## config.mk

```make
export PLATFORM = sky130hd
export DESIGN_NAME = counter
export DESIGN_NICKNAME = d
export VERILOG_FILES = /design/src/rtl/counter_pkg.sv /design/src/rtl/counter_reset_sync.sv /design/src/rtl/counter.sv
export SDC_FILE = /design/constraint.sdc
export NUM_CORES = 1
export LEC_CHECK = 0
export ABC_CLOCK_PERIOD_IN_PS = 3050
export BUFFER_PORTS_ARGS = -buffer_cell sky130_fd_sc_hd__buf_2
export CAP_MARGIN = 20
export CORE_AREA = 4 4 41 43
export DETAILED_ROUTE_END_ITERATION = 6
export DIE_AREA = 0 0 45 47
export HOLD_SLACK_MARGIN = 0.05
export PLACE_DENSITY = 0.36
export SLEW_MARGIN = 30
export SYNTH_ARGS = -nofsm -noshare
export SYNTH_HDL_FRONTEND = slang
export SYNTH_SLANG_ARGS = --single-unit
```

## constraint.sdc

```tcl
create_clock -name clk -period 3.05 [get_ports clk]
set_input_delay 0.61 -clock clk [delete_from_list [all_inputs] [get_ports clk]]
set_output_delay 0.61 -clock clk [all_outputs]
set_load 0.005 [all_outputs]
```

## src/rtl/counter_pkg.sv

```systemverilog
// Shared constants and helpers for the free-running counter.
package counter_pkg;

    localparam int unsigned COUNT_WIDTH_DEFAULT = 4;
    localparam int unsigned COUNT_WIDTH_MAX     = 32;

    // All-ones terminal value for a counter of the given width (1..32).
    function automatic logic [31:0] all_ones(input int unsigned width);
        if (width >= 32) begin
            return 32'hFFFF_FFFF;
        end
        return (32'd1 << width) - 32'd1;
    endfunction

endpackage : counter_pkg

```

## src/rtl/counter_reset_sync.sv

```systemverilog
// Reset synchroniser: assertion passes through asynchronously, release is
// delayed by two rising clk edges.
//   clk          : block clock
//   reset        : raw asynchronous active-low reset
//   reset_sync_n : synchronised active-low reset, high two edges after release
module reset_sync (
    input  logic clk,
    input  logic reset,
    output logic reset_sync_n
);

    logic [1:0] r_sync;

    // Shift a 1 through two flops; raw reset clears both at once.
    always_ff @(posedge clk or negedge reset) begin
        if (!reset) begin
            r_sync <= 2'b00;
        end else begin
            r_sync <= {r_sync[0], 1'b1};
        end
    end

    assign reset_sync_n = r_sync[1];

endmodule : reset_sync

```

## src/rtl/counter.sv

```systemverilog
// Free-running WIDTH-bit up-counter with a registered wrap pulse.
//   clk   : block clock, rising edge
//   reset : asynchronous active-low reset
//   count : registered count value, wraps modulo 2^WIDTH
//   wrap  : registered one-cycle pulse, high while count is 0 after rollover
module counter
    import counter_pkg::*;
#(
    parameter int unsigned WIDTH = COUNT_WIDTH_DEFAULT
) (
    input  logic             clk,
    input  logic             reset,
    output logic [WIDTH-1:0] count,
    output logic             wrap
);

    if (WIDTH == 0 || WIDTH > COUNT_WIDTH_MAX) begin : g_width_check
        $error("counter: WIDTH must be in the range 1..32");
    end

    localparam logic [WIDTH-1:0] TERMINAL = WIDTH'(all_ones(WIDTH));

    logic             w_reset_sync_n;
    logic             w_terminal;
    logic [WIDTH-1:0] r_count;
    logic             r_wrap;

    reset_sync u_reset_sync (
        .clk          (clk),
        .reset        (reset),
        .reset_sync_n (w_reset_sync_n)
    );

    assign w_terminal = (r_count == TERMINAL);

    // Count and wrap hold until the synchronised release; raw reset clears them.
    always_ff @(posedge clk or negedge reset) begin
        if (!reset) begin
            r_count <= '0;
            r_wrap  <= 1'b0;
        end else if (w_reset_sync_n) begin
            r_count <= r_count + WIDTH'(1);
            r_wrap  <= w_terminal;
        end
    end

    assign count = r_count;
    assign wrap  = r_wrap;

endmodule : counter

```

==> results.toml <==
[run_status]
run_status = "finished clean"

[clocking]
postCtsHoldBufs = 0
htreeDepth = 1
cts_tree = "built"
max-clock-path-buffers = 2
cts-resized-gates = 0
clock_latency_ps = 250
cts_buffers = 3
path_clk_slew_ps = 50
cts_sinks = 7
cts_root_buf = "clkbuf_4"
post_cts_buffers = 0

[global_routing]
grt_pass1_wl_um = 759
grt.total_usage_pct = 5.569
grt_pass1_vias = 186
grt_max_degree = 8
antenna_found_initial = 0
grt_remaining_overflow = 0

[route]
wl_um = 416
initialDrtViolationCount = 4
wl_per_cell_um = 9.674
drc = 0
drt-vias-per-instance = 3.628
postRouteAntennaNets = 0
drtPass1Iterations = 4
vias = 156

[yosys]
ys_top_cells_by_area = "dfrtp_1 69%, xnor2_1 6.9%, ha_1 4.9%, nand4_1 4.9%, mux2_2 4.4%"
syn_nets = 21
synth_edf_count = 0
syn_avg_cell_area_um2 = 14.11
synth_top_cell_by_area = "dfrtp_1"
synth_seq_area_share_pct = 68.97
synth_top_area_share_pct = 68.97
synth-main-ff-cell = "dfrtp_1"
synth_seq_cells = 7
synth.most_common_cell = "dfrtp_1"
syn-cell-area_um2 = 254.0
synthArstFlopShare_pct = 100.0
syn_inst = 18
synth_common_cells = "7 x dfrtp_1, 2 x nand4_1, 2 x xnor2_1"
yosysWarnings = 0
ys_types = 10

[critical_path]
worst_ep_arrival_time_ps = 810
crit_path_cell_trace = "buf_2"
r2r_end = "count[1]$_DFFE_PN0P_"
path_delay_family = "flip-flops"
worstPathMaxFanout = 4
required_ps = 2440
reg2reg_slack_ps = 1970
cp_slowest_stage_delay_ps = 420
endpoint_kind = "output port"
crit_slowest_cell = "dfrtp_1"
rr_worst_depth = 2
cp_num_buf_inv = 1
worstSetupPathType = "flip-flop to output port"
rr_startpoint = "count[0]$_DFFE_PN0P_"
critPathLaunchType = "flip-flop"

[finish]
syn_to_final_growth_pct = 29.56
nets = 32
fill_cells = 143
drive_gt1_share_pct = 35.71
fin_util_pct = 25.29
num_antenna_cells = 0
instances_no_fill = 43

[job]
max-cap-violations = 0

[floorplanning]
start_util_pct = 19.52
rows = 13
die_x_um = 45
die_y_um = 47
core-area_mm2 = 0.001301
die-area_mm2 = 0.002115
io_pins = 7

[min_path]
hp-class = "primary input to async pin"

[placement]
dp.cells = 39
gp_congestion = 0.6317
port_buffers = 6
pre_cts_slack_ps = 1902

[power_and_ir_drop]
ir_worst_vdd_uv = 304.5
p_per_area_mw_per_mm2 = 985.9
leakage_nw = 0.1534

[timing]
finalClockSkew_ps = 3.566
setup_viol = 0
period_minus_slack_ps = 1422
final-hold-violation-count = 0
fin_crit_sh_pct = 46.64
slew_violations = 0
finalSetupTns_ps = 0
max_freq_mhz = 703.0
whs_ps = 181.9
fin_ws_ps = 1628
rsz0062_at_grt = "false"
-- logic make-up (layout without fill, tap and decap cells) --
group                      after synthesis  in the layout  synth area share, %
adders and majority gates                1              1                4.925
buffers and inverters                    1             11                1.476
xor gates and xnor gates                 3              3                10.35
DFF                                      7              7                68.97
AOI/OAI and AO/OA                        1              1                1.969
muxes                                    1              1                4.433
and+or+nand+nor                          3              3                6.402
other                                    1              1                1.476
-- worst max-delay path by stage --
stage                          from              endpoint  cells past startpoint
2_1_floorplan  count[0]$_DFFE_PN0P_  count[1]$_DFFE_PN0P_                      2
4_1_cts        count[0]$_DFFE_PN0P_              count[0]                      1
5_1_grt        count[0]$_DFFE_PN0P_              count[0]                      1
6_report       count[0]$_DFFE_PN0P_              count[0]                      1
3_5_place_dp   count[0]$_DFFE_PN0P_              count[0]                      1
3_3_place_gp   count[0]$_DFFE_PN0P_              count[0]                      1
-- cell usage in the layout, fill, tap and decap left out --
cell | Yosys | layout
nand2_1 | 1 | 1
mux2_2 | 1 | 1
o21ai_0 | 1 | 1
ha_1 | 1 | 1
nand4_1 | 2 | 2
conb_1 | 1 | 1
inv_1 | 1 | 1
xnor2_1 | 2 | 2
clkbuf_1 | 0 | 1
buf_2 | 0 | 6
xor2_1 | 1 | 1
clkbuf_4 | 0 | 3
dfrtp_1 | 7 | 7
-- area by class of cell --
class	count	area (um^2)	area share [%]
flip-flops and latches	7	175.2	53.23
multi-input cells	10	75.07	22.81
repair buffers	6	30.03	9.125
clock buffers	4	26.28	7.985
well taps	15	18.77	5.703
inverters	1	3.754	1.141
-- per-stage QoR --
step | total power, W | area, um^2
2_1_floorplan | 0.0002027 | 254.0
3_3_place_gp | 0.0002444 | 302.8
3_5_place_dp | 0.0002454 | 302.8
4_1_cts | 0.0003315 | 329.1
5_1_grt | 0.0003523 | 329.1
6_report | 0.0003244 | 329.1
-- routing by layer --
layer | up-vias | GRT usage [%] | part of all wire (%) | wire length, um
met2 | 6 | 7.062 | 37 | 152
met5 | - | 0 | 0 | 0
met1 | 69 | 5.800 | 48 | 201
met3 | 0 | 3.065 | 15 | 62
li1 | 81 | - | - | -
met4 | 0 | 7.018 | 0 | 0
-- state kept, by name, summed over array words and instances, names as in the netlist --
| signal | flops |
|---|---|
| count | 4 |
| wrap | 1 |
| u_reset_sync.r_sync | 2 |
-- power breakdown --
group / switching, W / internal, W / total, W / leakage (nW)
registers: 0.0000323 / 0.000126 / 0.000158 / 0.0840
logic: 0.0000326 / 0.0000504 / 0.0000830 / 0.0544
clock network: 0.0000334 / 0.0000499 / 0.0000833 / 0.0150
total: 0.0000983 / 0.000226 / 0.000324 / 0.153
(Power assumes the default switching activity.)
